<file path="config.mk">
export PLATFORM = sky130hd
export DESIGN_NAME = fpu_result_logger
export DESIGN_NICKNAME = d
export VERILOG_FILES = /design/src/rtl/fpu_pkg.sv /design/src/rtl/log_ram.sv /design/src/rtl/fpu_result_logger.sv
export SDC_FILE = /design/constraint.sdc
export NUM_CORES = 2
export LEC_CHECK = 0
export ABC_AREA = 1
export CAP_MARGIN = 20
export CORE_ASPECT_RATIO = 1.2
export CORE_MARGIN = 10
export CORE_UTILIZATION = 56
export CTS_BUF_LIST = sky130_fd_sc_hd__clkbuf_16
export CTS_CLUSTER_SIZE = 10
export DETAILED_ROUTE_END_ITERATION = 10
export PLACE_DENSITY = 0.75
export SKIP_LAST_GASP = 1
export SYNTH_ARGS = -nofsm -noshare
export SYNTH_HDL_FRONTEND = slang
export SYNTH_SLANG_ARGS = --single-unit
</file>
<file path="constraint.sdc">
create_clock -name clk -period 7.18 [get_ports clk]
set_clock_uncertainty 0.05 [all_clocks]
set_input_delay 1.436 -clock clk [delete_from_list [all_inputs] [get_ports clk]]
set_output_delay 1.436 -clock clk [all_outputs]
set_load 0.01 [all_outputs]
</file>
<file path="src/rtl/fpu_pkg.sv">
// -----------------------------------------------------------------------------
// fpu_pkg
// Shared types and constants for the FPU result logger.
//   state_t         : logger FSM states (CLEAR sweep, LOG accepting, FULL stopped)
//   WORD_WIDTH32    : width of one FPU operand/result word
//   LOG_ADDR_WIDTH  : default log2 of the log depth
//   ENTRY_WIDTH     : width of one stored {A,B,C} entry
// -----------------------------------------------------------------------------
package fpu_pkg;

    typedef enum logic [1:0] {
        CLEAR = 2'd0,
        LOG   = 2'd1,
        FULL  = 2'd2
    } state_t;

    localparam int WORD_WIDTH32   = 32;
    localparam int LOG_ADDR_WIDTH = 5;
    localparam int ENTRY_WIDTH    = 3 * WORD_WIDTH32;

endpackage : fpu_pkg

</file>
<file path="src/rtl/log_ram.sv">
// -----------------------------------------------------------------------------
// log_ram
// Simple dual-port RAM: one write port, one synchronous read port, both on
// posedge clk. A read and a write to the same address on the same edge return
// the old contents (read-before-write). No initial contents and no reset.
// Ports:
//   clk      : clock
//   wr_en    : write strobe
//   wr_addr  : write address
//   wr_data  : write data
//   rd_en    : read strobe; rd_q loads mem[rd_addr] on the edge
//   rd_addr  : read address
//   rd_q     : registered read data (holds when rd_en is low)
// -----------------------------------------------------------------------------
module log_ram #(
    parameter int ADDR_WIDTH = 5,
    parameter int DATA_WIDTH = 96
) (
    input  logic                  clk,
    input  logic                  wr_en,
    input  logic [ADDR_WIDTH-1:0] wr_addr,
    input  logic [DATA_WIDTH-1:0] wr_data,
    input  logic                  rd_en,
    input  logic [ADDR_WIDTH-1:0] rd_addr,
    output logic [DATA_WIDTH-1:0] rd_q
);

    localparam int DEPTH = 2 ** ADDR_WIDTH;

    (* ramstyle = "M9K" *) logic [DATA_WIDTH-1:0] mem [DEPTH];

    // NOTE: the array has no reset branch so it maps onto block RAM; the
    // owner zeroes it with a write sweep instead.
    always_ff @(posedge clk) begin
        // NOTE: non-blocking assignments make the read sample mem before the
        // write on the same edge lands, which is what gives read-before-write.
        if (wr_en) begin
            mem[wr_addr] <= wr_data;
        end
        if (rd_en) begin
            rd_q <= mem[rd_addr];
        end
    end

endmodule : log_ram

</file>
<file path="src/rtl/fpu_result_logger.sv">
// -----------------------------------------------------------------------------
// fpu_result_logger
// Captures FPU test results {A,B,C} into an on-chip log RAM, one entry per
// accepted result, and reads entries back by index. After reset the RAM is
// swept to zero (CLEAR), then results are logged (LOG). With WRAP=0 the block
// stops in FULL once every entry is used; with WRAP=1 it overwrites the oldest.
//
// Optional feature (compile-time macro FPU_LOG_CHECKSUM_EN):
//   adds output chk, the running XOR of in_a^in_b^in_c over every accepted
//   entry (overwrites included, nothing is ever subtracted).
//
// Ports:
//   clk        : clock, all logic on posedge
//   reset      : synchronous, active-high; restarts the clear sweep
//   in_valid   : result present
//   in_a/b/c   : operand A, operand B, result C
//   in_ready   : block can accept an entry (registered)
//   rd_en      : readback request, ignored during CLEAR
//   rd_addr    : entry index to read
//   rd_valid   : rd_data valid this cycle (one-cycle pulse per rd_en)
//   rd_data    : {A,B,C}, A in the MSBs; zero when rd_valid is low
//   count      : number of valid entries, saturating at the depth
//   full       : count equals the depth
//   chk        : running checksum (only with FPU_LOG_CHECKSUM_EN)
//   busy       : clear sweep in progress
// -----------------------------------------------------------------------------
module fpu_result_logger
    import fpu_pkg::*;
#(
    parameter int ADDR_WIDTH = LOG_ADDR_WIDTH,
    parameter int WORD_WIDTH = WORD_WIDTH32,
    parameter int WRAP       = 0
) (
    input  logic                    clk,
    input  logic                    reset,
    input  logic                    in_valid,
    input  logic [WORD_WIDTH-1:0]   in_a,
    input  logic [WORD_WIDTH-1:0]   in_b,
    input  logic [WORD_WIDTH-1:0]   in_c,
    output logic                    in_ready,
    input  logic                    rd_en,
    input  logic [ADDR_WIDTH-1:0]   rd_addr,
    output logic                    rd_valid,
    output logic [3*WORD_WIDTH-1:0] rd_data,
    output logic [ADDR_WIDTH:0]     count,
    output logic                    full,
`ifdef FPU_LOG_CHECKSUM_EN
    output logic [WORD_WIDTH-1:0]   chk,
`endif
    output logic                    busy
);

    localparam int                  EW        = 3 * WORD_WIDTH;
    localparam int                  DEPTH     = 2 ** ADDR_WIDTH;
    localparam logic [ADDR_WIDTH:0] DEPTH_CNT = (ADDR_WIDTH + 1)'(DEPTH);

    state_t                  state;
    logic [ADDR_WIDTH-1:0]   clr_ptr;
    logic [ADDR_WIDTH-1:0]   wr_ptr;
    logic                    handshake;

    logic                    ram_wr_en;
    logic [ADDR_WIDTH-1:0]   ram_wr_addr;
    logic [EW-1:0]           ram_wr_data;
    logic                    ram_rd_en;
    logic [EW-1:0]           ram_q;

    // in_ready is high only in LOG, so this is also the LOG-state write strobe.
    assign handshake = in_valid && in_ready;

    // Write port is shared between the clear sweep and logging. Nothing is
    // written in a reset cycle, so a stray handshake cannot slip in there.
    always_comb begin
        // NOTE: every output of this block gets a default first so no path
        // leaves a variable unassigned and no latch is inferred.
        ram_wr_en   = 1'b0;
        ram_wr_addr = wr_ptr;
        ram_wr_data = '0;
        if (!reset) begin
            if (state == CLEAR) begin
                ram_wr_en   = 1'b1;
                ram_wr_addr = clr_ptr;
            end else if (handshake) begin
                ram_wr_en   = 1'b1;
                ram_wr_data = {in_a, in_b, in_c};
            end
        end
    end

    assign ram_rd_en = rd_en && (state != CLEAR) && !reset;

    log_ram #(
        .ADDR_WIDTH (ADDR_WIDTH),
        .DATA_WIDTH (EW)
    ) u_log_ram (
        .clk     (clk),
        .wr_en   (ram_wr_en),
        .wr_addr (ram_wr_addr),
        .wr_data (ram_wr_data),
        .rd_en   (ram_rd_en),
        .rd_addr (rd_addr),
        .rd_q    (ram_q)
    );

    // The RAM output register carries no reset, so the visible data is gated
    // by rd_valid; this also gives rd_data=0 straight out of reset.
    assign rd_data = rd_valid ? ram_q : '0;

    always_ff @(posedge clk) begin
        if (reset) begin
            state    <= CLEAR;
            clr_ptr  <= '0;
            wr_ptr   <= '0;
            count    <= '0;
            full     <= 1'b0;
            in_ready <= 1'b0;
            busy     <= 1'b1;
            rd_valid <= 1'b0;
`ifdef FPU_LOG_CHECKSUM_EN
            chk      <= '0;
`endif
        end else begin
            rd_valid <= rd_en && (state != CLEAR);

            case (state)
                CLEAR: begin
                    clr_ptr <= clr_ptr + 1'b1;
                    if (clr_ptr == '1) begin
                        state    <= LOG;
                        in_ready <= 1'b1;
                        busy     <= 1'b0;
                    end
                end

                LOG: begin
                    if (handshake) begin
                        wr_ptr <= wr_ptr + 1'b1;
                        // Once saturated (WRAP=1 only) the write replaces the
                        // oldest entry and count/full stay where they are.
                        if (count != DEPTH_CNT) begin
                            count <= count + 1'b1;
                            if (count == DEPTH_CNT - 1'b1) begin
                                full <= 1'b1;
                                if (WRAP == 0) begin
                                    state    <= FULL;
                                    in_ready <= 1'b0;
                                end
                            end
                        end
                    end
                end

                FULL: begin
                    // Terminal until reset; readback is still served.
                end

                default: begin
                    state    <= CLEAR;
                    clr_ptr  <= '0;
                    in_ready <= 1'b0;
                    busy     <= 1'b1;
                end
            endcase

`ifdef FPU_LOG_CHECKSUM_EN
            if (handshake) begin
                chk <= chk ^ in_a ^ in_b ^ in_c;
            end
`endif
        end
    end

endmodule : fpu_result_logger
</file>
# Yosys cells after proc, flatten, opt, wreduce, memory -nomap -nowiden
# Memories as Yosys holds them, arrays and structs flattened. A register that Yosys moved wholly into a read port is not among the register bits.
# Cells that the tools add are included.
[word_totals]
mem_count = 1
mem_bits_ro = 0
mem_bits_rw = 3072
output_inout_bits = 106
reg_bits = 22
input_bits = 105
wordCells = 59
latchBits = 0
[op_classes]
mul = 0
eq_ne = 9
n_reduce_logical = 12
n_mux = 24
magnitude_cmp = 0
bitwise = 2
shift = 0
div = 0
add_sub_neg = 3
[memory_table]
columns = ["memory", "words", "width", "rd", "rd_clocked_by_memory_dff", "wr", "line_no", "rtl"]
rows = [
  ["u_log_ram.mem", 32, 96, 1, 1, 1, "log_ram.sv:30", "(* ramstyle = \"M9K\" *) logic [DATA_WIDTH-1:0] mem [DEPTH];"],
]
[op_table]
columns = ["op", "n"]
rows = [
  ["two-way mux 96 bit", 4],
  ["adder 5 x 1 -> 5 bit, second input constant", 2],
  ["two-way mux 1 bit", 10],
  ["two-way mux 5 bit", 2],
  ["case mux 5 bit (2 select lines)", 1],
  ["two-way mux 2 bit", 4],
  ["adder 6 x 1 -> 6 bit, second input constant", 1],
  ["equality test 6 x 5 -> 1 bit, second input constant", 1],
  ["!= test 2 bit, second input constant", 3],
  ["!= test 6 bit, second input constant", 1],
  ["case mux 2 bit (3 select lines)", 1],
  ["equality test 5 bit, second input constant", 1],
  ["AND reduction 5 bit", 1],
  ["AND reduction 2 bit", 2],
  ["AND reduction 4 bit", 1],
  ["logical AND 1 bit", 3],
  ["case mux 1 bit (3 select lines)", 1],
  ["AND reduction 3 bit", 1],
  ["equality test 2 x 1 -> 1 bit, second input constant", 1],
  ["equality test 2 bit, second input constant", 1],
  ["logical NOT 2 bit", 1],
  ["!= test 2 x 1 -> 1 bit, second input constant", 1],
  ["inverter 1 bit", 2],
  ["case mux 1 bit (2 select lines)", 1],
  ["other kinds (3)", 3],
]

# Depth between registers and ports, before layout
[depth]
word_depth = 6
mapped_depth = 12
ltp_nobuf = 11

# Hierarchy
# From an unflattened synthesis, not the netlist that was laid out.
[hier_totals]
hier_cells = 10699
area_unflattened_um2 = 128801.0
[by_module_without_submodules]
columns = ["module", "area_each_um2", "cells_each", "seq_area_each_um2", "instances"]
rows = [
  ["log_ram", 126044.6, 10125, 95131.2, 1],
  ["fpu_result_logger", 2756.4, 574, 420.4, 1],
]

# Worst setup path after synthesis
# Ideal clock, no wire load.
[synth_timing]
path_type = "in2reg"
startpoint = "input port reset"
endpoint = "memory u_log_ram.mem[16][0], enable pin"
t_arrival_ns = 6.247
path_stages = 9
setup_ns = 0.552
slack_ns = 0.331
path_buffers = 0
path_cell_list = "inv_2 -> nand2_4 -> inv_1 -> or2_1 -> o21ai_0 -> inv_1 -> nor2_1 -> nand2_1 -> nor2_1"
[synth_via]
elab_chain_cells = 3
elab_cells_between_ends = 4
cone_classes = "mux (4)"
[synth_rtl]
columns = ["item", "line_no", "rtl"]
rows = [
  ["from (decl)", "fpu_result_logger.sv:35", "input logic reset,"],
  ["two-way mux 1 bit", "fpu_result_logger.sv:79", "if (!reset) begin"],
  ["two-way mux 1 bit", "log_ram.sv:37", "if (wr_en) begin"],
  ["two-way mux 1 bit (not written as such)", "log_ram.sv:38", "mem[wr_addr] <= wr_data;"],
  ["to (decl)", "log_ram.sv:30", ""],
]
# Parallel ways exist; a longest one is shown, timed or not.

# Worst setup path after layout
[layout_timing]
startpoint = "input port reset"
endpoint = "memory u_log_ram.mem[5][75], enable pin"
# The elaborated chain is that of the path after synthesis.

==> metrics.md <==
| Metric | Value |
|---|---|
| Via count | `between 80,000 and 90,000` |
| Syn avg cell area | `12.1 µm²` |
| Sequential cell area | `95,600 µm²` |
| Hold-fix buffers, CTS | `0` |
| Routed wl met2 | `about 170 mm` |
| Die width | `about 460 µm` |
| Clock root cell | `clkbuf_16` |
| Post-DP HPWL | `roughly 180 mm` |
| Final Hold Fails | `0` |
| Routed wire length | `354 mm` |
| Rows | `approximately 190` |
| Initial drt markers | `13,000` |
| First-pass GRT wire length | `approximately 530 mm` |
| # clock sinks | `around 3,200` |
| Max-cap violations | `0` |
| Placed Cells | `~13,000` |
| Grt ovf | `0` |
| Worst Path Required | `roughly 7.7 ns` |
| Vias in the first global route | `84,900` |
| Starting density of the core | `0.563` |
| Crit path DAT | `~5.2 ns` |
| Largest net degree at the start of global routing | `between 200 and 250` |
| Die height | `545 µm` |
| Multi-input logic area | `between 20,000 and 30,000 µm²` |
| Final Cycle Share | `0.661` |
| GPL Wtd Cong | `between 0.8 and 0.9` |
| Wl on met1 | `about 130 mm` |
| Critical path fanouts, max | `33` |
| Clk buf depth | `4` |
| Synth cell types | `29` |
| Slew Limit Fails | `0` |
| Post-route DRC violation count | `0` |
| Hold Crit Class | `reg -> reg` |
| Rel. slew slack | `0.196` |
| Crit end category | `register` |
| Share of cells above drive strength 1 | `0.0642` |
| Cell Area, Synth | `between 100,000 and 150,000 µm²` |
| Clock slew at reported path FFs | `around 0.05 ns` |
| Share of the synthesized area in the top cell type | `0.740` |
| P_leak | `~53 nW` |
| Final setup viols | `0` |
| Number of flops mapped to enable cells by yosys | `roughly 3,200` |
| Final Net Count | `between 10,000 and 15,000` |
| Setup Fix Bufs, Post-CTS | `0` |
| CTS tree | `built` |
| PwrDens | `roughly 270 nW/µm²` |
| # fillers | `around 16,000` |
| Setup TNS | `0 ns` |
| CTS buffer count | `between 300 and 400` |
| Fmax | `between 200 and 250 MHz` |
| Initial antenna violation count | `5` |
| Worst skew pair latency | `around 0.9 ns` |
| Least-Margin Pin Slew | `1.21 ns` |
| Yosys warns | `0` |
| Area grow syn2layout | `11.3%` |
| Syn_nets | `between 10,000 and 15,000` |
| H-tree Lvls | `5` |
| Top-count cell post-synth | `nand2_1` |
| Primary FF master, synth | `edfxtp_1` |
| First-pass DRT Iterations | `8` |
| RSZ-0062 raised after global routing | `no` |
| Cts repair resizes | `0` |
| Status | `completed` |
| Post-route ant nets | `0` |
| Crit Path Class | `in -> reg` |
| FF-to-FF path depth | `7` |
| Yosys top cell by area | `edfxtp_1` |
| Global-route usage over all layers | `0.275` |
| Crit path launch type | `input pin` |
| Most instantiated cells after synthesis | `3,612 x nand2_1, 3,168 x edfxtp_1, 2,784 x nand3_1` |
| Fin cells | `around 14,000` |
| Die area | `249,000 µm²` |
| Routed len/inst | `between 20 and 30 µm` |
| Dominant cells by area after synthesis | `edfxtp_1 74%, nand3_1 11%, nand2_1 11%` |
| Core footprint | `228,000 µm²` |
| Vias per inst | `roughly 6.3` |
| Post-Synthesis Cells | `~11,000` |
| Synthesized flop and latch total | `approximately 3,200` |
| Total power | `~38 mW` |
| Final worst path period need | `between 4 and 5 ns` |
| Sequential element share of the synthesized area | `0.744` |
| Min-Delay Path Depth | `2` |
| Met3 routed WL | `39.9 mm` |
| VDD IR max | `roughly 0.00019 V` |
| Number of I/O port buffers | `210` |
| Ys async rst share | `0` |
| Io pins | `between 200 and 250` |
| Top sig layer | `met5` |
## layout by cell type (no fill, tap or decap), drive strengths merged
master and n:
nand3 2784, nor3 1, o21ai 18, o31ai 1
dfxtp 21, diode 2, a32o 1, ha 9
nand4 2, clkinv 12, clkbuf 366, edfxtp 3168
bufinv 2, clkdlybuf4s50 205, buf 250, nor2 143
nor3b 1, and3 1, or2 2, inv 155
nand2 3613, a21oi 16, o22ai 1
## logic make-up after synthesis
group,Yosys count,share of synthesized area
simple gates,6547,0.219
fa+ha+maj,9,0.000876
flops,3189,0.744
buf+inv,825,0.0353
compound gates,37,0.00151
## layer usage
| layer | vias up | global-route usage |
|---|---|---|
| li1 | 37500 | - |
| met1 | 41700 | 0.355 |
| met2 | 6002 | 0.452 |
| met3 | 1009 | 0.0503 |
| met4 | 4 | 0.136 |
| met5 | - | 0 |
## metrics by stage
stage | hold WS, ns | area, µm² | utilization | setup WS (ns)
floorplan | 0.387 | 128000 | - | 0.331
global placement | 0.392 | 133000 | 0.584 | 1.70
detailed placement | 0.395 | 133000 | 0.584 | 1.66
CTS | 0.402 | 143000 | 0.626 | 2.42
global route | 0.441 | 143000 | 0.626 | 2.27
finish | 0.405 | 143000 | 0.626 | 2.43
## power by group
group	internal (mW)	switching (mW)	total, mW
clock network	9.06	6.78	15.8
registers	20.3	0.0192	20.3
logic	0.466	1.32	1.78
## sequential cells by signal, indices dropped and copies added (netlist names)
| register | cells |
|---|---|
| busy | 1 |
| clr_ptr | 5 |
| count | 6 |
| full | 1 |
| rd_valid | 1 |
| state | 2 |
| u_log_ram.mem | 3072 |
| u_log_ram.rd_q | 96 |
| wr_ptr | 5 |
## cell type report
type / count / share of cell area
diodes: 2 / 0.0000350
clock buffers: 366 / 0.0641
clock inverters: 38 / 0.00314
inverters: 131 / 0.00378
multi-input cells: 6593 / 0.201
flip-flops and latches: 3189 / 0.668
well taps: 3007 / 0.0263
repair buffers: 455 / 0.0337
## worst max-delay path, cell delays in order
cell,delay (ns)
clkdlybuf4s50_1,0.68
inv_2,0.34
nand2_4,0.13
o21ai_0,0.34
nand3_1,0.72
nor2_4,1.10
buf_12,0.40
## final timing paths
kind                                to     start  slack, ns
setup reg to reg  u_log_ram.mem[5][75]  state[0]       3.19
hold reg to reg                   full      full       0.41
setup / recovery  u_log_ram.mem[5][75]     reset       2.43
hold / removal                    full      full       0.41
Power figures use the tool's default switching activity.
